**src/rtl/dpll_ctrl_mc.sv**
```systemverilog
// DPLL solver control FSM: imply/decide/backtrack sequencing with NUM_BCP parallel BCP engines.
// Optional DPLL_STATS_EN adds saturating decision/conflict counters.
module dpll_bcp_lane #(
  parameter int CLAUSE_BITS = 10
) (
  input  logic                   clock,
  input  logic                   reset_n,
  input  logic                   issue_d,
  input  logic [CLAUSE_BITS-1:0] idx_d,
  input  logic                   done,
  output logic                   pending,
  output logic                   issue,
  output logic [CLAUSE_BITS-1:0] clause_idx
);
  always_ff @(posedge clock or negedge reset_n) begin
    if (!reset_n) begin
      pending    <= 1'b0;
      issue      <= 1'b0;
      clause_idx <= '0;
    end else begin
      issue   <= issue_d;
      pending <= issue_d | (pending & ~done);
      if (issue_d) clause_idx <= idx_d;
    end
  end
endmodule

module dpll_ctrl_mc #(
  parameter int VAR_BITS    = 8,
  parameter int CLAUSE_BITS = 10,
  parameter int NUM_BCP     = 2
) (
  input  logic                           clock,
  input  logic                           reset_n,
  input  logic                           start,
  output logic                           sat,
  output logic                           unsat,
  input  logic                           imply_empty,
  input  logic [VAR_BITS:0]              imply_head,
  output logic                           imply_pop,
  output logic                           imply_flush,
  input  logic                           trace_empty,
  input  logic [VAR_BITS+1:0]            trace_head,
  output logic                           trace_pop,
  output logic                           trace_push,
  output logic [VAR_BITS+1:0]            trace_din,
  output logic                           vs_write,
  output logic [VAR_BITS+1:0]            vs_data,
  output logic                           vse_read,
  input  logic [2*CLAUSE_BITS-1:0]       vse_range,
  output logic                           dec_req,
  input  logic                           dec_valid,
  input  logic                           dec_none,
  input  logic [VAR_BITS:0]              dec_head,
  output logic [NUM_BCP-1:0]             bcp_issue,
  output logic [NUM_BCP*CLAUSE_BITS-1:0] bcp_clause_idx,
  input  logic [NUM_BCP-1:0]             bcp_done,
  input  logic [NUM_BCP-1:0]             bcp_conflict,
  output logic                           bcp_clear
`ifdef DPLL_STATS_EN
  ,
  output logic [15:0]                    num_decisions,
  output logic [15:0]                    num_conflicts
`endif
);
  typedef enum logic [3:0] {
    S_IDLE, S_FIND, S_DECIDE, S_VSE_RD, S_VSE_LAT,
    S_DISPATCH, S_DRAIN, S_BACKTRACK, S_SAT, S_UNSAT
  } state_t;

  localparam logic [CLAUSE_BITS:0] ONE = {{CLAUSE_BITS{1'b0}}, 1'b1};

  state_t state, nxt;
  logic [CLAUSE_BITS-1:0] idx, idx_d, end_r, end_d;
  logic conf_flag, conf_d, bt_hold, hold_d, conf_now, conf_any;
  logic ipop_d, flush_d, tpop_d, tpush_d, vsw_d, vser_d, clear_d;
  logic [VAR_BITS+1:0] tdin_d, vsd_d;
  logic [NUM_BCP-1:0] pending, pend_after, lane_iss;
  logic [NUM_BCP-1:0][CLAUSE_BITS-1:0] lane_idx, lane_cidx;
  logic [CLAUSE_BITS:0] iss_nxt;
  logic iss_en;

  wire [CLAUSE_BITS-1:0] rng_start = vse_range[2*CLAUSE_BITS-1:CLAUSE_BITS];
  wire [CLAUSE_BITS-1:0] rng_end   = vse_range[CLAUSE_BITS-1:0];

  genvar g;
  generate
    for (g = 0; g < NUM_BCP; g++) begin : g_lane
      dpll_bcp_lane #(.CLAUSE_BITS(CLAUSE_BITS)) u_lane (
        .clock(clock), .reset_n(reset_n), .issue_d(lane_iss[g]), .idx_d(lane_idx[g]),
        .done(bcp_done[g]), .pending(pending[g]), .issue(bcp_issue[g]),
        .clause_idx(lane_cidx[g])
      );
    end
  endgenerate
  assign bcp_clause_idx = lane_cidx;

  assign conf_now   = ((state == S_DISPATCH) || (state == S_DRAIN)) && |(bcp_done & bcp_conflict);
  assign conf_any   = conf_flag | conf_now;
  assign pend_after = pending & ~bcp_done;
  assign iss_en     = (state == S_DISPATCH) && !conf_any;

  // Free engines (done-this-cycle still counts as busy) take consecutive indices in ascending order.
  always_comb begin
    lane_iss = '0;
    lane_idx = '0;
    iss_nxt  = {1'b0, idx};
    for (int k = 0; k < NUM_BCP; k++) begin
      lane_idx[k] = iss_nxt[CLAUSE_BITS-1:0];
      if (iss_en && !pending[k] && (iss_nxt < {1'b0, end_r})) begin
        lane_iss[k] = 1'b1;
        iss_nxt     = iss_nxt + ONE;
      end
    end
  end

  always_comb begin
    nxt = state; idx_d = idx; end_d = end_r; hold_d = 1'b0;
    conf_d = conf_flag | conf_now;
    ipop_d = 1'b0; flush_d = conf_now & ~conf_flag; tpop_d = 1'b0; tpush_d = 1'b0;
    vsw_d = 1'b0; vser_d = 1'b0; clear_d = 1'b0;
    tdin_d = trace_din; vsd_d = vs_data;
    case (state)
      S_IDLE: if (start) nxt = S_FIND;
      S_FIND: begin
        if (!imply_empty) begin
          ipop_d = 1'b1; tpush_d = 1'b1; tdin_d = {1'b1, imply_head};
          vsw_d = 1'b1; vsd_d = {1'b0, imply_head}; vser_d = 1'b1;
          nxt = S_VSE_RD;
        end else nxt = S_DECIDE;
      end
      S_DECIDE: begin
        if (dec_valid) begin
          if (dec_none) nxt = S_SAT;
          else begin
            tpush_d = 1'b1; tdin_d = {1'b0, dec_head};
            vsw_d = 1'b1; vsd_d = {1'b0, dec_head}; vser_d = 1'b1;
            nxt = S_VSE_RD;
          end
        end
      end
      S_VSE_RD: nxt = S_VSE_LAT;
      S_VSE_LAT: begin
        idx_d = rng_start; end_d = rng_end;
        nxt = (rng_end <= rng_start) ? S_FIND : S_DISPATCH;
      end
      S_DISPATCH: begin
        if (conf_any) begin
          if (pend_after == '0) begin clear_d = 1'b1; conf_d = 1'b0; nxt = S_BACKTRACK; end
          else nxt = S_DRAIN;
        end else begin
          idx_d = iss_nxt[CLAUSE_BITS-1:0];
          if (iss_nxt == {1'b0, end_r}) nxt = S_DRAIN;
        end
      end
      S_DRAIN: begin
        if (pend_after == '0) begin
          if (conf_any) begin clear_d = 1'b1; conf_d = 1'b0; nxt = S_BACKTRACK; end
          else nxt = S_FIND;
        end
      end
      S_BACKTRACK: begin
        // bt_hold gives the stack one cycle to expose the new head after a registered pop.
        if (bt_hold) nxt = S_BACKTRACK;
        else if (trace_empty) nxt = S_UNSAT;
        else if (trace_head[VAR_BITS+1]) begin
          tpop_d = 1'b1; vsw_d = 1'b1; vsd_d = {1'b1, trace_head[VAR_BITS:0]}; hold_d = 1'b1;
        end else begin
          tpop_d = 1'b1; tpush_d = 1'b1;
          tdin_d = {1'b1, ~trace_head[VAR_BITS], trace_head[VAR_BITS-1:0]};
          vsw_d = 1'b1; vsd_d = {1'b0, ~trace_head[VAR_BITS], trace_head[VAR_BITS-1:0]};
          vser_d = 1'b1; nxt = S_VSE_RD;
        end
      end
      default: nxt = state;
    endcase
  end

  always_ff @(posedge clock or negedge reset_n) begin
    if (!reset_n) begin
      state <= S_IDLE; idx <= '0; end_r <= '0; conf_flag <= 1'b0; bt_hold <= 1'b0;
      sat <= 1'b0; unsat <= 1'b0; imply_pop <= 1'b0; imply_flush <= 1'b0;
      trace_pop <= 1'b0; trace_push <= 1'b0; trace_din <= '0;
      vs_write <= 1'b0; vs_data <= '0; vse_read <= 1'b0; dec_req <= 1'b0; bcp_clear <= 1'b0;
    end else begin
      state <= nxt; idx <= idx_d; end_r <= end_d; conf_flag <= conf_d; bt_hold <= hold_d;
      sat <= (nxt == S_SAT); unsat <= (nxt == S_UNSAT);
      imply_pop <= ipop_d; imply_flush <= flush_d;
      trace_pop <= tpop_d; trace_push <= tpush_d; trace_din <= tdin_d;
      vs_write <= vsw_d; vs_data <= vsd_d; vse_read <= vser_d;
      dec_req <= (nxt == S_DECIDE); bcp_clear <= clear_d;
    end
  end

`ifdef DPLL_STATS_EN
  logic dec_push, bt_entry;
  assign dec_push = (state == S_DECIDE) && dec_valid && !dec_none;
  assign bt_entry = (nxt == S_BACKTRACK) && (state != S_BACKTRACK);
  always_ff @(posedge clock or negedge reset_n) begin
    if (!reset_n) begin
      num_decisions <= '0;
      num_conflicts <= '0;
    end else begin
      if (dec_push && (num_decisions != 16'hFFFF)) num_decisions <= num_decisions + 16'd1;
      if (bt_entry && (num_conflicts != 16'hFFFF)) num_conflicts <= num_conflicts + 16'd1;
    end
  end
`endif
endmodule
```
**config.mk**
```make
export PLATFORM = sky130hd
export DESIGN_NAME = dpll_ctrl_mc
export DESIGN_NICKNAME = d
export VERILOG_FILES = /design/src/rtl/dpll_ctrl_mc.sv
export SDC_FILE = /design/constraint.sdc
export NUM_CORES = 1
export LEC_CHECK = 0
export ABC_CLOCK_PERIOD_IN_PS = 9780
export BUFFER_PORTS_ARGS = -buffer_cell sky130_fd_sc_hd__buf_2
export CAP_MARGIN = 20
export CORE_ASPECT_RATIO = 0.6
export CORE_UTILIZATION = 60
export DETAILED_ROUTE_END_ITERATION = 6
export PLACE_DENSITY = 0.87
export SYNTH_ARGS = -nofsm -noshare
export SYNTH_HDL_FRONTEND = slang
export SYNTH_SLANG_ARGS = --single-unit
```
**constraint.sdc**
```tcl
create_clock -name clock -period 9.78 [get_ports clock]
set_clock_uncertainty 0.15 [all_clocks]
set_input_delay 0 -clock clock [delete_from_list [all_inputs] [get_ports clock]]
set_output_delay 0 -clock clock [all_outputs]
set_load 0.05 [all_outputs]
```
## Word-level counts from Yosys, hierarchy flattened

Index checks and enable logic that the tools add are counted.

- Word-level logic and storage cells: 133
- Output and inout bits: 52
- Bits in registers: 79
- Input bits: 59

- Add/sub/neg operators: 2
- Bitwise logic cells: 13
- Equality and inequality tests: 18
- Mux-type cells: 57
- Order comparisons: 3
- Reduce and logical (&&, ||, !) cells: 18

Operators with widths:

| cell | count |
|---|---|
| 10-bit 2-to-1 mux | 11 |
| 10-bit one-hot mux with 3 select lines | 2 |
| 4-bit 2-to-1 mux | 9 |
| 4-bit one-hot mux with 8 select lines | 1 |
| 1-bit 2-to-1 mux | 25 |
| 11-bit 2-to-1 mux | 2 |
| 10-bit one-hot mux with 2 select lines | 1 |
| 4-bit by 3-bit == test with 1-bit output, second input constant | 4 |
| 2-bit != test, second input constant | 7 |
| 4-bit by 2-bit == test with 1-bit output, second input constant | 3 |
| 10-bit by 1-bit adder with 11-bit output, second input constant | 1 |
| 11-bit by 1-bit adder with 11-bit output, second input constant | 1 |
| 11-bit by 10-bit == test with 1-bit output | 1 |
| 11-bit by 10-bit < comparator with 1-bit output | 1 |
| 10-bit less-or-equal comparator | 1 |
| 10-bit < comparator | 1 |
| 4-bit == test, second input constant | 2 |
| 7-bit AND reduction | 1 |
| 1-bit logical AND | 6 |
| 3-bit 2-to-1 mux | 2 |
| 1-bit one-hot mux with 3 select lines | 2 |
| 6-bit AND reduction | 1 |
| 2-bit bitwise AND | 2 |
| 4-bit by 1-bit == test with 1-bit output, second input constant | 1 |
| 13 further kinds | 23 |

## Longest topological paths before layout

- Word-level depth: 17
- Depth in mapped cells: 24
- Mapped depth without buffers: 22

## Modules after synthesis

From an unflattened synthesis, not the netlist that was laid out.

- Cells, all modules: 538
- Area, all modules: 5286.3 µm²

Modules (own cells, without submodules):

| module | cells an instance | area each (µm²) | instances | seq. area each (µm²) |
|---|---|---|---|---|
| dpll_ctrl_mc | 488 | 4345.4 | 1 | 1376.3 |
| dpll_bcp_lane | 25 | 470.5 | 2 | 300.3 |

## Worst setup path before layout

OpenSTA, ideal clock, no wires.

- Kind: register to register
- Start point: register idx[6]
- End point: register dec_req
- Setup slack: 4.826 ns
- Data arrival time: 4.709 ns
- Buffers on the path: 1
- Data required time: 9.535 ns
- Period minus slack after synthesis: 4.954 ns
- Library setup time: 0.095 ns
- Cell stages (with the launch flop): 20
- Cell sequence: dfrtp_1 > ha_1 > nand4_1 > or2_1 > o211a_1 > nand3_1 > clkbuf_1 > nor3_1 > xnor2_1 > inv_1 > ha_1 > a2111oi_2 > o21ai_1 > a21oi_2 > o2111a_1 > xnor3_1 > a2111oi_0 > nand4_1 > o21a_2 > nor4b_4

- Longest elaborated chain between the ends: 11
- Elaborated cells on any way between the ends: 13
- Classes of those cells: add/sub (2); order compare (2); eq/ne (2); mux (5); reduce/logical (2)

Ends and longest elaborated chain:

| element | RTL line | source |
|---|---|---|
| start: declaration | 74 | `logic [CLAUSE_BITS-1:0] idx, idx_d, end_r, end_d;` |
| start signal: assignment | 186 | `state <= nxt; idx <= idx_d; end_r <= end_d; conf_flag <= conf_d; bt_hold <= hold_d;` |
| 10-bit < comparator | 110 | `if (iss_en && !pending[k] && (iss_nxt < {1'b0, end_r})) begin` |
| 1-bit logical AND | 110 |  |
| 11-bit 2-to-1 mux * | 110 |  |
| named net g_lane[1].u_lane.idx_d[9] | 9 | `input logic [CLAUSE_BITS-1:0] idx_d,` |
| 11-bit by 10-bit < comparator with 1-bit output | 110 |  |
| 1-bit logical AND | 110 |  |
| 11-bit 2-to-1 mux * | 110 |  |
| 11-bit by 10-bit == test with 1-bit output * | 153 | `if (iss_nxt == {1'b0, end_r}) nxt = S_DRAIN;` |
| 4-bit 2-to-1 mux * | 153 |  |
| 4-bit 2-to-1 mux * | 148 | `if (conf_any) begin` |
| 4-bit one-hot mux with 8 select lines * | 123 | `case (state)` |
| named net nxt[0] | 73 | `state_t state, nxt;` |
| 4-bit by 2-bit == test with 1-bit output * | 191 | `dec_req <= (nxt == S_DECIDE); bcp_clear <= clear_d;` |
| end signal: assignment | 191 |  |
| end: declaration | 51 | `output logic dec_req,` |

The timed path passes the listed nets; every way through them passes the cells marked *.
A chain may end at the register's enable or synchronous reset.

## Final worst setup path

- Start point: register idx[3]
- End point: register dec_req

Same word-level chain as after synthesis.

==> flow_metrics.tcl <==
set metrics [dict create \
    first_pass_iters 7 \
    core-area_sq_mm 0.00804 \
    ys.flop_type "dfrtp_1" \
    cts_max_path_buffers 2 \
    cts_hold_buf 46 \
    drive_above_1_share 0.245 \
    status "finished, final reports clean" \
    critPathLaunchType "flop" \
    drc 0 \
    syn_area_sq_mm 0.00508 \
    hold_viol 0 \
    ios 111 \
    r2r_cells 18 \
    wl_um 17600 \
    synth_nets 645 \
    pwr_density_cell_mw_per_mm2 126 \
    num_vias 5125 \
    holdCritStartpoint "vse_range[13]" \
    fin_crit_sh 0.691 \
    grt_antenna_before_repair 0 \
    ys_top_cells_by_area "dfrtp_1 (39%), ha_1 (7.4%), nand2_1 (6.8%)" \
    finalSetupViolCount 0 \
    finalSetupTns_ps 0 \
    worstSetupPathType "flop to flop" \
    gr-total-overflow 0 \
    synth_cell_types 67 \
    syn_inst 556 \
    clockRootBuffer "clkbuf_16" \
    path_max_fanout 27 \
    portBuffers 110 \
    worstMarginPinSlew_ps 1110 \
    area_delta_synth_final_pct 28.8 \
    ys_ff_latch 79 \
    grt_max_degree 80 \
    wire_per_inst_um 21.6 \
    antenna_cells 0 \
    synth_top_cell_by_area "dfrtp_1" \
    min_path_type "input port to flop" \
    dieArea_sq_mm 0.00885 \
    max-vdd-ir-drop_v 0.0000925 \
    timing.rr.start "idx[3]$_DFFE_PN0P_" \
    finalMaxSlewViolations 0 \
    die_width_um 121 \
    r2r_end "dec_req$_DFF_PN0_" \
    dp.final_hpwl_um 11500 \
    p_leak_uw 0.00336 \
    cts_buffers 9 \
    critical_path.endpoint_type "flop" \
    grt_use_total 0.415 \
    initial_core_util 0.632 \
    rsz0062_at_grt "false" \
    h-tree-depth 3 \
    slowest_delay_ps 880 \
    synth_top_area_frac 0.389 \
    min_to "idx[3]$_DFFE_PN0P_" \
    ff2ff_setup_slack_ps 3020 \
    synth_edf_count 0 \
    grt_pass1_wl_um 26700 \
    worstPathArrival_ps 6860 \
    fp.dieH_um 73.3 \
    cp.required_ps 9880 \
    synth.avg_cell_area_sq_um 9.14 \
    maxCapViolCount 0 \
    cts_tree "built" \
    worstSkewPairLatency_ps 340 \
    fin_crit_ps 6760 \
    first_global_vias 4925 \
    ant_nets 0 \
    rows 25 \
    power_uw 825 \
    clk_pin_slew_ps 70 \
    cts-resized-gates 0 \
    yosysSeqAreaShare 0.389 \
    whs_path_depth 4 \
    first_iter_violations 613 \
    cts_setup_buffers 0 \
    async_flop_share 1.00 \
    vias_per_cell 6.27 \
    maxSlewHeadroom 0.249 \
    synth.yosys.warnings 0 \
    critPathLaunch "idx[3]$_DFFE_PN0P_" \
    crit_chain "ha_1 > a21oi_1 > o21ai_1 > nor2b_1 > nor3_2 > nand4_1 > xor2_1 > inv_1 > ha_1 > nand3_1 > a2111oi_0 > o311ai_1 > nand2_2 > nor3_1 > a2111oi_0 > nand4_1 > o221ai_2 > nor4b_4" \
    max_freq_mhz 148 \
    clock-sinks 79 \
    gp_congestion 0.983 \
    crit_slowest_cell "nor3_2" \
    nets 793 \
]
synth_stat cells, drive strengths merged, types with 4 or more instances:
master	count
nand2	93
dfrtp	79
o21ai	39
inv	37
ha	30
nor2	29
mux2	24
a21oi	22
xnor2	22
clkbuf	20
nor3	16
nand4	15
a22oi	12
nand3	12
o21a	11
nand2b	9
nor2b	8
buf	6
o211ai	6
xor2	6
a211oi	4
a31oi	4
and2	4
nor4	4
xnor3	4
kinds of logic after synthesis:
kind of cell               count (synthesis)  share of synthesized area
and+or+nand+nor                          206                      0.203
AOI/OAI and AO/OA                        120                      0.157
DFF                                       79                      0.389
buffers and inverters                     63                     0.0500
xor gates and xnor gates                  32                     0.0697
adders and majority gates                 30                     0.0739
muxes                                     26                     0.0571
critical path, delay by kind of cell, from the launching register on:
kind	cells	cell delay (ps)
AND/OR/NAND/NOR	8	2700
AO/OA/AOI/OAI	6	1780
adder cells (fa/ha/maj)	2	710
flip-flops	1	620
XOR/XNOR	1	510
buffers and inverters	1	190
placed cells by master, fill, tap and decap left out, types with 8 or more instances in the layout:
cell type and instances:
xnor2_1 22, o21ai_1 16, nor2b_1 8, dfrtp_1 79, a22oi_1 12, o21a_1 10, mux2_2 24, a21oi_1 19
nand3_1 12, nand2_1 92, nand4_1 15, nand2b_1 9, nor3_1 13, dlygate4sd3_1 47, o21ai_0 23, nor2_1 28
inv_1 35, ha_1 30, clkbuf_16 9, buf_2 109
layout make-up:
| cell class | instances | area [sq um] |
|---|---|---|
| repair buffers | 163 | 1090 |
| clock buffers | 10 | 229 |
| clock inverters | 6 | 118 |
| flip-flops and latches | 79 | 1980 |
| well taps | 108 | 135 |
| fillers | 493 | 1500 |
| inverters | 37 | 139 |
| multi-input cells | 414 | 2860 |
per-stage QoR:
stage / std cells / hold slack [ps] / utilization / worst slack, ps / instance area (sq um)
after detailed placement: 752 / 21.3 / 0.708 / 3390 / 5690
after global routing: 817 / 42.5 / 0.814 / 2560 / 6540
after CTS: 814 / 2.89 / 0.808 / 3330 / 6490
final: 817 / 27.7 / 0.814 / 3020 / 6540
after floorplan: 556 / -446 / - / 4830 / 5080
after global placement: 752 / 24.5 / 0.708 / 3610 / 5690
state kept, by name (all words and copies together) (netlist names):
register and cells:
bcp_clear 1, bt_hold 1, conf_flag 1, dec_req 1, end_r 10, g_lane.u_lane.clause_idx 20
g_lane.u_lane.issue 2, g_lane.u_lane.pending 2, idx 10, imply_flush 1, imply_pop 1, sat 1
state 4, trace_din 10, trace_pop 1, unsat 1, vs_data 10, vs_write 1
vse_read 1
metal layers:
metal  vias to the layer above  share of wire  GRT usage
met5                         -              0          0
met4                         0          0.029      0.129
met3                        59           0.14      0.145
met2                       387           0.42      0.606
met1                      2425           0.42      0.581
li1                       2254              -          -
where the power goes:
group | total (uW) | switching, uW | internal (uW)
registers | 338 | 7.60 | 331
logic | 94.9 | 51.8 | 43.1
clock network | 392 | 140 | 252
total | 825 | 199 | 625
how the worst max path moves through the flow:
stage	end	cells past startpoint	slack, ps
floorplan	dec_req$_DFF_PN0_	19	4830
global placement	dec_req$_DFF_PN0_	19	3610
detailed placement	dec_req$_DFF_PN0_	17	3390
CTS	dec_req$_DFF_PN0_	17	3330
global route	dec_req$_DFF_PN0_	18	2560
finish	dec_req$_DFF_PN0_	18	3020
No activity file was read; power rests on OpenSTA's default activity.
